[src/rtl/crc32_frame_ctrl.sv]
`default_nettype none
// ============================================================================
// Module      : crc32_frame_ctrl (with embedded crc32 core)
// Description : Frame sequencer for the CRC32 datapath. Owns the running CRC
//               state, seeds it at frame start, presents the final FCS and a
//               receive-side residue check, and flags byte-enable violations.
// Revision    : 1.0 - initial release
// ============================================================================

// Combinational reflected CRC32 next-state over the enabled bytes of a word.
// Byte 0 ([7:0]) is folded in first; disabled bytes leave the state untouched.
module crc32 #(
   parameter int DATA_WIDTH = 32,
   parameter int CRC_WIDTH  = 32
) (
   input  logic [DATA_WIDTH-1:0]   i_data,
   input  logic [DATA_WIDTH/8-1:0] i_data_valid,
   input  logic [CRC_WIDTH-1:0]    i_crc_state,
   output logic [CRC_WIDTH-1:0]    o_crc
);
   localparam logic [CRC_WIDTH-1:0] POLY = CRC_WIDTH'(32'hEDB88320);

   // Unrolled byte-then-bit update; the loops flatten into parallel XOR trees.
   always_comb begin
      logic [CRC_WIDTH-1:0] c;
      c = i_crc_state;
      for (int b = 0; b < DATA_WIDTH/8; b++) begin
         if (i_data_valid[b]) begin
            c = c ^ {{(CRC_WIDTH-8){1'b0}}, i_data[8*b +: 8]};
            for (int k = 0; k < 8; k++) begin
               c = c[0] ? ((c >> 1) ^ POLY) : (c >> 1);
            end
         end
      end
      o_crc = c;
   end
endmodule

module crc32_frame_ctrl #(
   parameter int                   DATA_WIDTH  = 32,
   parameter int                   CRC_WIDTH   = 32,
   parameter logic [CRC_WIDTH-1:0] CRC_INIT    = 32'hFFFFFFFF,
   parameter logic [CRC_WIDTH-1:0] CRC_RESIDUE = 32'hDEBB20E3
) (
   input  logic                    i_clk,
   input  logic                    i_reset_n,
   input  logic                    i_clear,
   input  logic [DATA_WIDTH-1:0]   s_data,
   input  logic [DATA_WIDTH/8-1:0] s_keep,
   input  logic                    s_last,
   input  logic                    s_valid,
   output logic                    s_ready,
   output logic [CRC_WIDTH-1:0]    m_crc,
   output logic                    m_crc_good,
   output logic                    m_crc_valid,
   input  logic                    m_crc_ready,
   output logic                    o_keep_err,
   output logic                    o_busy
);
   localparam int KEEP_WIDTH = DATA_WIDTH/8;

   localparam logic [1:0] ST_IDLE   = 2'd0;
   localparam logic [1:0] ST_ACCUM  = 2'd1;
   localparam logic [1:0] ST_RESULT = 2'd2;

   logic [1:0]           state;
   logic [1:0]           state_nxt;
   logic [CRC_WIDTH-1:0] crc_q;
   logic [CRC_WIDTH-1:0] crc_nxt;
   logic                 err_sticky;
   logic                 accept;
   logic                 result_done;
   logic                 keep_noncontig;
   logic                 keep_partial;
   logic                 keep_bad;

   crc32 #(
      .DATA_WIDTH (DATA_WIDTH),
      .CRC_WIDTH  (CRC_WIDTH)
   ) u_crc32 (
      .i_data       (s_data),
      .i_data_valid (s_keep),
      .i_crc_state  (crc_q),
      .o_crc        (crc_nxt)
   );

   // A contiguous-from-LSB mask has no carry overlap with itself plus one.
   assign keep_noncontig = |(s_keep & (s_keep + KEEP_WIDTH'(1)));
   assign keep_partial   = !s_last && !(&s_keep);
   assign keep_bad       = keep_noncontig || keep_partial;
   assign accept         = s_valid && s_ready;
   assign result_done    = m_crc_valid && m_crc_ready;

   // State register.
   always_ff @(posedge i_clk or negedge i_reset_n) begin
      if (!i_reset_n) state <= ST_IDLE;
      else            state <= state_nxt;
   end

   // Next-state logic; clear overrides every other event.
   always_comb begin
      state_nxt = state;
      if (i_clear) begin
         state_nxt = ST_IDLE;
      end else begin
         case (state)
            ST_IDLE, ST_ACCUM: if (accept) state_nxt = s_last ? ST_RESULT : ST_ACCUM;
            ST_RESULT:         if (m_crc_ready) state_nxt = ST_IDLE;
            default:           state_nxt = ST_IDLE;
         endcase
      end
   end

   // Handshake/status outputs decoded from state; s_ready ignores m_crc_ready.
   always_comb begin
      s_ready     = (state != ST_RESULT) && !i_clear;
      m_crc_valid = (state == ST_RESULT);
      o_busy      = (state == ST_ACCUM);
   end

   // CRC state, registered result and error tracking.
   always_ff @(posedge i_clk or negedge i_reset_n) begin
      if (!i_reset_n) begin
         crc_q      <= CRC_INIT;
         m_crc      <= '0;
         m_crc_good <= 1'b0;
         err_sticky <= 1'b0;
         o_keep_err <= 1'b0;
      end else begin
         o_keep_err <= 1'b0;
         if (i_clear) begin
            crc_q      <= CRC_INIT;
            m_crc      <= '0;
            m_crc_good <= 1'b0;
            err_sticky <= 1'b0;
         end else if (accept) begin
            crc_q      <= crc_nxt;
            o_keep_err <= keep_bad;
            err_sticky <= err_sticky || keep_bad;
            if (s_last) begin
               // Result is captured from the post-update state so it is stable in RESULT.
               m_crc      <= ~crc_nxt;
               m_crc_good <= (crc_nxt == CRC_RESIDUE) && !err_sticky && !keep_bad;
            end
         end else if (result_done) begin
            crc_q      <= CRC_INIT;
            m_crc      <= '0;
            m_crc_good <= 1'b0;
            err_sticky <= 1'b0;
         end
      end
   end
endmodule
`default_nettype wire

[config.mk]
export PLATFORM = sky130hd
export DESIGN_NAME = crc32_frame_ctrl
export DESIGN_NICKNAME = d
export VERILOG_FILES = /design/src/rtl/crc32_frame_ctrl.sv
export SDC_FILE = /design/constraint.sdc
export NUM_CORES = 1
export LEC_CHECK = 0
export ABC_AREA = 1
export BUFFER_PORTS_ARGS = -buffer_cell sky130_fd_sc_hd__buf_2
export CORE_MARGIN = 1.5
export CORE_UTILIZATION = 30
export DETAILED_ROUTE_END_ITERATION = 10
export PLACE_DENSITY_LB_ADDON = 0.15
export SLEW_MARGIN = 30
export SYNTH_ARGS = -nofsm -noshare
export SYNTH_HDL_FRONTEND = slang
export SYNTH_SLANG_ARGS = --single-unit
export TNS_END_PERCENT = 30
[constraint.sdc]
create_clock -name i_clk -period 4.35 [get_ports i_clk]
set_input_delay 0.2175 -clock i_clk [delete_from_list [all_inputs] [get_ports i_clk]]
set_output_delay 0.2175 -clock i_clk [all_outputs]
set_load 0.02 [all_outputs]
# After elaboration in Yosys (flattened, before gate mapping)
# Index checks and enable logic that the tools add are counted.
op_classes:
  n_mul: 0
  magnitude_cmp: 0
  bitwise_logic: 38
  mux: 56
  n_eq_ne: 7
  n_reduce_logical: 20
  shift: 0
  addsub: 1
  div_mod_pow: 0
op_table:
  columns: ["op", "n"]
  rows:
  - ["two-way mux 32 bit", 43]
  - ["inverter 13 -> 14 bit", 32]
  - ["XOR 32 x 8 -> 32 bit", 4]
  - ["== test 32 bit (second input constant)", 1]
  - ["inverter 32 bit", 1]
  - ["two-way mux 1 bit", 8]
  - ["two-way mux 2 bit", 4]
  - ["logical AND 1 bit", 6]
  - ["!= test 3 bit (second input constant)", 2]
  - ["zero test 1 bit", 5]
  - ["adder 4 x 1 -> 4 bit (second input constant)", 1]
  - ["AND 4 bit", 1]
  - ["one-hot mux 2 bit (2 select lines)", 1]
  - ["AND reduction 2 bit", 2]
  - ["AND reduction 4 bit", 1]
  - ["OR reduction 4 bit", 1]
  - ["!= test 3 x 2 -> 1 bit (second input constant)", 1]
  - ["nonzero test 3 bit", 1]
  - ["== test 2 x 1 -> 1 bit (second input constant)", 1]
  - ["== test 2 bit (second input constant)", 1]
  - ["zero test 2 bit", 1]
  - ["logical OR 1 bit", 2]
  - ["!= test 2 bit (second input constant)", 1]
  - ["OR reduction 2 bit", 1]
totals:
  mem_count: 0
  rom_bits: 0
  latch_bits: 0
  output_inout_bits: 37
  mem_bits_rw: 0
  regBits: 69
  wordCells: 128

# Longest topological paths before layout
# Gate-level depths: netlist (run 1).
depth:
  word_depth: 78
  ltp_mapped: 41

# Modules after synthesis
# Synthesis (run 1) repeated with hierarchy kept, for this count alone.
hier_totals:
  cells_unflattened: 1784
  area_unflattened_um2: 10040.9
by_module_without_submodules:
  columns: ["module", "cells_each", "seq_area_each_um2", "instances", "area_each_um2"]
  rows:
  - ["crc32", 1465, 0.0, 1, 7123.1]
  - ["crc32_frame_ctrl", 319, 1766.7, 1, 2917.8]

# Worst setup path before layout (run 1)
# OpenSTA, ideal clock, no wires.
synth_timing:
  path_type: "reg-to-reg"
  from: "register crc_q[3]"
  to: "register m_crc_good"
  period_less_slack_ns: 3.347
  slack_ns: 1.003
  n_path_buf: 0
  setup_time_ns: 0.117
  path_stages_with_launch: 36
  arrival_ns: 3.229
  cell_sequence: "dfstp_2 inv_2 nand2_1 nand2_2 nand2_1 nand2_1 nand2_1 nand2_1 nand2_2 nand3_2 nand2_1 nand2_2 nand2_1 nand2_1 nand2_1 nand3_2 nand3_2 nand3_1 nand2_1 nand3_1 nand2_1 nand2_1 nand3_2 nand2_2 nand2_1 nand2_1 nor2_2 inv_1 nor2_1 nor2_1 nand3_1 nor2_1 nand2_1 nor2_1 nand3_1 nand2_1"
synth_between:
  elab_chain_len: 59
  elab_cells_between_ends: 74
  cone_classes: "eq/ne: 1; mux: 39; bitwise: 32; reduce/logical: 2"
synth_lines:
  columns: ["element", "line_no", "text"]
  rows:
  - ["start: declaration", "68", "logic [CRC_WIDTH-1:0] crc_q;"]
  - ["start signal: assignment", "137", "crc_q <= crc_nxt;"]
  - ["XOR 32 x 8 -> 32 bit", "29", "c = c ^ {{(CRC_WIDTH-8){1'b0}}, i_data[8*b +: 8]};"]
  - ["two-way mux 32 bit (4 in a row)", "31", "c = c[0] ? ((c >> 1) ^ POLY) : (c >> 1);"]
  - ["inverter 13 -> 14 bit (no source line)", null, null]
  - ["two-way mux 32 bit", "31", null]
  - ["inverter 13 -> 14 bit (no source line)", null, null]
  - ["two-way mux 32 bit (2 in a row)", "31", null]
  - ["inverter 13 -> 14 bit (no source line)", null, null]
  - ["two-way mux 32 bit", "31", null]
  - ["[... 36 more ...]", null, null]
  - ["inverter 13 -> 14 bit (no source line)", null, null]
  - ["two-way mux 32 bit (3 in a row)", "31", null]
  - ["two-way mux 32 bit *", "28", "if (i_data_valid[b]) begin"]
  - ["== test 32 bit *", "143", "m_crc_good <= (crc_nxt == CRC_RESIDUE) && !err_sticky && !keep_bad;"]
  - ["logical AND 1 bit * (2 in a row)", "143", null]
  - ["two-way mux 1 bit *", "140", "if (s_last) begin"]
  - ["two-way mux 1 bit *", "136", "end else if (accept) begin"]
  - ["two-way mux 1 bit *", "131", "if (i_clear) begin"]
  - ["end signal: assignment", "143", null]
  - ["end: declaration", "54", "output logic m_crc_good,"]
# Mark *: on every way between the ends. The rest lies on a longest branch, timed or not. The select of a mux whose other input is x is not followed.
# A chain may end at the register's enable or synchronous reset.

# Worst setup path in the final report (run 1)
layout_timing:
  from: "register crc_q[1]"
  to: "register crc_q[19]"
layout_between:
  elab_chain_len: 54
  elab_cells_between_ends: 71
  cone_classes: "mux: 38; bitwise: 33"
layout_lines:
  columns: ["element", "line_no"]
  rows:
  - ["XOR 32 x 8 -> 32 bit", "29"]
  - ["two-way mux 32 bit (2 in a row)", "31"]
  - ["inverter 13 -> 14 bit (no source line)", null]
  - ["two-way mux 32 bit", "31"]
  - ["inverter 13 -> 14 bit (no source line) or two-way mux 32 bit (tied branches)", null]
  - ["two-way mux 32 bit or inverter 13 -> 14 bit (tied branches)", null]
  - ["two-way mux 32 bit", "31"]
  - ["two-way mux 32 bit or inverter 13 -> 14 bit (tied branches)", null]
  - ["[... 37 more ...]", null]
  - ["two-way mux 32 bit", "31"]
  - ["inverter 13 -> 14 bit (no source line)", null]
  - ["two-way mux 32 bit", "31"]
  - ["inverter 13 -> 14 bit (no source line)", null]
  - ["two-way mux 32 bit", "31"]
  - ["two-way mux 32 bit *", "28"]
  - ["two-way mux 32 bit *", "136"]
  - ["two-way mux 32 bit *", "131"]
# Mark *: on every way between the ends. The rest lies on a longest branch, timed or not.

==> results.txt, run 1 <==
outcome - finished with violations
violated checks - negative hold slack
worst r2r dst - crc_q[19]
Post-Syn Area - 10,100 sq um
vias in the first global route - 12,200
die height - 187 um
Cell Rows - 67
Clock Skew - 0.0109 ns
Slew Limit Fails - 0
maximum vdd ir drop - 0.293 mV
number of max-cap violations - 0
final worst setup slack - 0.0786 ns
slowest library cell on the worst path - dfstp_2
Final min period - 4.27 ns
share of flip-flops with an asynchronous set or reset - 100%
sequential fraction of the synthesis area - 17.5%
RR Startpoint - crc_q[1]
final net count - 2,258
nature of the critical path endpoint - register
Tcrit/Tclk final - 98.2%
Hold Fails Final Rpt - 18
crit path launch - crc_q[1]
DRC viols - 0
antenna violations before repair - 0
initial DRC count - 1,103
switching share of power - 55.3%
share of total power in sequential cells - 9.1%
root buffer cell - clkbuf_16
area of placed instances - 12,600 sq um
Syn-to-layout area delta - 53.2%
pin count of the biggest net entering global routing - 70
Distinct cells, synth - 43
Avg Inst Size Synth - 5.36 sq um
syn nets - 1,930
post-route insts no fill - 2,669
#FFs+latches synth - 69
CP Launch Type - register
clock share of power - 7.7%
Setup Crit Path Kind - register to register
Max FO, Critical Path - 6
first-pass GRT wire length - 73.5 mm
R2R Setup Slk - 0.08 ns
Antenna Cells - 0
commonest non-fill, non-tap cell in the layout - nand2_1
EDFF count, synth - 0
Worst path most repeated cell - nand2_1
CTS tree - done
final setup fails - 0
Worst Max-Slew Pin Slew - 1.03 ns
Final ANT Viol Nets - 0
Final HPWL DP - 39.9 mm
Routed WL per cell - 19.0 um
H-Tree Depth - 3
DIE WIDTH - 187 um
initial core utilization - 30.3%
leakage power - 0.00846 uW
max frequency - 234 MHz
Worst R2R Path Depth - 36
grt ovf - 0
clock latency at the later pin of the worst-skew pair - 0.34 ns
All-Layer GR Usage - 27.4%
Post-Route Hold Slack - -0.0360 ns
RSZ-0062 raised after global routing - yes
proportion of layout cells with a drive suffix above 1 - 40.9%
WL final - 50.8 mm
Finished Cell Area - 15,500 sq um
Bufs on Longest Clock Path - 2
P_int - 4940 uW
I/O pin cnt - 79
vias per cell - 5.17
Placer Congestion - 0.969
Cells after DPL - 2,588
Core Area - 33,400 sq um
hold-fix buffers at CTS - 0
sw power - 6110 uW
I/O Buffers - 78
Post-Synthesis Cells - 1,888
headroom to the max-slew limit - 30.8%
worst stage delay on the critical path - 0.57 ns
Clk pin slew, worst setup/hold paths - 0.06 ns
total clock buffers created by CTS - 9
DRT Pass-1 Iters - 8
combinational fraction of design power - 83.2%
die area - 34,800 sq um
via count - 13,800
CP arrival - 4.51 ns
Setup WS pre-CTS - -0.218 ns
most frequent cells in the layout - nand2_1 (693), buf_4 (259), nand3_1 (246)
Core Util, Final - 46.4%
power per cell area - 714 nW/um^2
path type of the worst min-delay path - primary input to asynchronous set/reset pin
clock sink total - 69
Yosys Warn Count - 0
worst endpoint required time - 4.59 ns
Main synth FF type - dfrtp_1
==> power groups by stage <==
stage	Clock, uW	Combinational [uW]	Sequential, uW
after global routing	894	9910	1020
after floorplan	0	4200	1000
after detailed placement	0	7290	994
after global placement	0	7270	997
final	853	9200	1000
after CTS	865	7370	988
==> cell type report <==
cell class / count / area (sq um)
timing repair buffer: 361 / 2680
clock inverter: 4 / 76.3
multi-input combinational: 1607 / 9490
fill: 3673 / 17900
inverter: 168 / 646
clock buffer: 12 / 278
sequential: 69 / 1770
tap: 448 / 561
==> cells by family (layout without fill, tap and decap cells) <==
kind of cell    count (synthesis)  count (layout)  share of synthesized area (%)
compound gates                115             115                           6.17
flops                          69              69                           17.5
buf+inv                       213             545                           8.38
simple gates                 1439            1440                           63.2
xor+xnor                       52              52                           4.79
==> layer usage <==
| layer | vias up | global-route usage, % | share of wire (%) |
|---|---|---|---|
| li1 | 6678 | - | - |
| met1 | 6472 | 39.7 | 46 |
| met2 | 539 | 41.3 | 43 |
| met3 | 115 | 2.46 | 6.2 |
| met4 | 0 | 11.7 | 4.8 |
| met5 | - | 0 | 0 |
==> critical path: cells and delay by family (launching register included) <==
kind / cells / cell delay, ns
AOI/OAI and AO/OA: 1 / 0.14
buffers and inverters: 6 / 0.66
DFF: 1 / 0.57
and+or+nand+nor: 29 / 2.79
==> synth_stat cells (10+ instances only) <==
library cell / number / share of area (%)
nand2_1: 892 / 33
nand3_1: 342 / 17
inv_1: 152 / 5.6
nand2_2: 86 / 5.3
o21ai_0: 62 / 3.1
nor2_1: 58 / 2.2
xor2_1: 40 / 3.5
dfrtp_1: 37 / 9.2
dfstp_2: 32 / 8.3
a21oi_1: 28 / 1.4
nand3_2: 23 / 2.3
clkbuf_1: 22 / 0.82
nand2_4: 15 / 1.7
inv_2: 12 / 0.45
buf_2: 10 / 0.50
==> state kept, by name, indices dropped and copies added, names as in the netlist <==
name and cells:
err_sticky 1, state 2, m_crc_good 1, m_crc 32, o_keep_err 1, crc_q 32
==> per-stage QoR <==
stage	setup TNS [ns]	total power [uW]
final	0	11100
after global routing	-1.91	11800
after CTS	0	9230
after detailed placement	-1.85	8290
after global placement	-1.12	8270
after floorplan	0	5200
==> how the worst max path moves through the flow <==
stage / end / slack [ns] / cells after the start
6_report: crc_q[19] / 0.08 / 36
5_1_grt: m_crc_good / -0.18 / 29
4_1_cts: m_crc[21] / 0.0008 / 34
3_5_place_dp: crc_q[8] / -0.22 / 30
3_3_place_gp: crc_q[8] / -0.17 / 32
2_1_floorplan: m_crc_good / 1.00 / 35
==> repair_timing <==
action | 4_1_cts | 5_1_grt
setup endpoints to repair | 29 | 62
pin swaps | 0 | 172
gates cloned | 0 | 1
buffers inserted | 0 | 65
resized for setup | 18 | 498
Power figures use the tool's default switching activity.
==> inputs of run 2 (changes only) <==
==> constraint.sdc (replaced) <==
create_clock -name i_clk -period 4.35 [get_ports i_clk]
set_input_delay 0.87 -clock i_clk [delete_from_list [all_inputs] [get_ports i_clk]]
set_output_delay 0.87 -clock i_clk [all_outputs]
set_load 0.02 [all_outputs]
==> run 2 against run 1 <==
Routed wire length shrank 2.0%; total power is 1.1% lower; sequential share of layout area about the same; the flow now finishes without violations; setup slack lost 0.037 ns; global-route usage about the same; highest routed layer unchanged.
==> results.txt, run 2 (synthesis results as in run 1) <==
Final TNS setup - 0 ns (unchanged)
WL final - 49.8 mm (-2.0%)
clock latency at the later pin of the worst-skew pair - 0.33 ns (about the same)
delay-heaviest family, CP - simple AND/OR/NAND/NOR gates
Max FO, Critical Path - 8 (+2)
slowest library cell on the worst path - a31oi_1
total clock buffers created by CTS - 9 (unchanged)
worst endpoint required time - 4.62 ns (+0.03 ns)
Routed WL per cell - 18.1 um (-4.8%)
first-pass GRT wire length - 74.0 mm (+0.63%)
Filler cells - 3,648 (-0.68%)
pin count of the biggest net entering global routing - 46 (-34%)
final net count - 2,337 (+3.5%)
Final min period - 4.31 ns (+0.0369 ns)
Placer Congestion - 0.952 (-1.7%)
clock sink total - 69 (unchanged)
CTS tree - done
maximum vdd ir drop - 0.383 mV (+31%)
antenna violations before repair - 0 (unchanged)
Antenna Cells - 0 (unchanged)
initial DRC count - 1,033 (-6.3%)
DRC viols - 0 (unchanged)
grt ovf - 0 (unchanged)
max frequency - 232 MHz (-0.86%)
most frequent cells in the layout - nand2_1 (743), buf_4 (351), nand3_1 (261)
Final HPWL DP - 41.2 mm (+3.3%)
Final ANT Viol Nets - 0 (unchanged)
die area - 34,800 sq um (unchanged)
headroom to the max-slew limit - 40.0% (+9.2 points)
initial core utilization - 30.3% (unchanged)
root buffer cell - clkbuf_16
Core Area - 33,400 sq um (unchanged)
leakage power - 0.00864 uW (+2.2%)
crit path buf inv count - 6 (unchanged)
proportion of layout cells with a drive suffix above 1 - 39.8% (-1.1 points)
power per cell area - 704 nW/um^2 (-1.3%)
worst stage delay on the critical path - 0.23 ns (-0.34 ns)
All-Layer GR Usage - 27.5% (+0.043 points)
Tcrit/Tclk final - 99.0% (+0.85 points)
nature of the critical path endpoint - register
Hold Fails Final Rpt - 0 (-18)
Core Util, Final - 46.5% (+0.11 points)
Syn-to-layout area delta - 53.6%
number of max-cap violations - 0 (unchanged)
DIE WIDTH - 187 um (unchanged)
RSZ-0062 raised after global routing - yes
Setup Crit Path Kind - primary input to register
Bufs on Longest Clock Path - 2 (unchanged)
I/O pin cnt - 79 (unchanged)
I/O Buffers - 78 (unchanged)
outcome - completed
hold-fix buffers at CTS - 0 (unchanged)
Top Registers - crc_q (32), m_crc (32), state (2)
path type of the worst min-delay path - register to register
vias per cell - 5.03 (-2.8%)
Slew Limit Fails - 0 (unchanged)
Clock Skew - 0.00796 ns (-0.00293 ns)
commonest non-fill, non-tap cell in the layout - nand2_1
DRT Pass-1 Iters - 5 (-3)
Clk pin slew, worst setup/hold paths - 0.06 ns (about the same)
CP arrival - 4.58 ns (+0.07 ns)
via count - 13,800 (+0.043%)
Worst Max-Slew Pin Slew - 0.899 ns (-0.133 ns)
final setup fails - 0 (unchanged)
Cell Rows - 67 (unchanged)
die height - 187 um (unchanged)
H-Tree Depth - 3 (unchanged)
CP Launch Type - primary input
vias in the first global route - 12,700 (+3.8%)
-- run 2: changes by cell type in the layout (fill, tap and decap cells not counted), moves of 4 or more --
cell | before | now
buf_12 | 8 | 4
nand2_1 | 693 | 743
nand2_2 | 194 | 172
nand3_2 | 102 | 89
buf_6 | 16 | 9
nand3_1 | 246 | 261
nand2_4 | 97 | 75
buf_4 | 259 | 351
o21ai_1 | 12 | 24
nand2_8 | 10 | 3
o21ai_0 | 45 | 35
-- run 2: layer usage --
metal | track usage (%) | part of all wire, %
met5 | 0 | 0
met4 | 7.48 | 2.4
met3 | 2.05 | 5.6
met2 | 44.1 | 45
met1 | 39.4 | 47
-- run 2: worst reg2reg max path, delay by kind of cell (launching register included) --
family | cells | cell delay, ns
DFF | 1 | 0.63
and+or+nand+nor | 33 | 2.78
buffers and inverters | 5 | 0.63
AOI/OAI and AO/OA | 1 | 0.19
-- run 2: path summary, 6_finish.rpt --
kind / cells past startpoint / slack (ns) / from / to
worst max register to register: 39 / 0.04 / crc_q[1] / m_crc_good
worst min-delay path: 2 / 0.48 / m_crc[26] / m_crc[26]
worst min register to register: 2 / 0.48 / m_crc[26] / m_crc[26]
min in group asynchronous: 1 / 0.53 / i_reset_n / m_crc[26]
max in group asynchronous: 2 / 3.01 / i_reset_n / crc_q[27]
worst max-delay path: 37 / 0.04 / s_data[1] / m_crc_good
-- run 2: through the flow --
| stage | area, sq um | hold slack, ns | worst slack, ns | power (uW) | std cells |
|---|---|---|---|---|---|
| 2_1_floorplan | 10100 | 0.465 | 0.649 | 5200 | 1888 |
| 3_3_place_gp | 13400 | 0.464 | -0.646 | 8720 | 2707 |
| 3_5_place_dp | 13400 | 0.463 | -0.627 | 8740 | 2707 |
| 4_1_cts | 13900 | 0.483 | -0.0526 | 9660 | 2724 |
| 5_1_grt | 15500 | 0.495 | -0.214 | 11700 | 2748 |
| 6_report | 15500 | 0.477 | 0.0418 | 10900 | 2748 |
-- run 2: area by class of cell --
type / instances / area, sq um / share of cell area, %
Multi-Input combinational cell: 1606 / 9020 / 58.1
Timing Repair Buffer: 441 / 3200 / 20.6
Sequential cell: 69 / 1770 / 11.4
Inverter: 168 / 648 / 4.17
Tap cell: 448 / 561 / 3.61
Clock buffer: 11 / 275 / 1.77
Clock inverter: 5 / 60.1 / 0.387
-- run 2: what timing repair did --
action / in CTS / in global routing
setup endpoints to repair: 25 / 64
gates resized for setup: 23 / 390
gates cloned: 0 / 0
buffers inserted: 1 / 25
hold endpoints to repair: 0 / 0
pin swaps: 1 / 122
-- run 2: report_power, final --
part           total, uW  switching, uW  internal [uW]
combinational       9130           5480           3650
sequential          1000            161            844
clock                801            284            517
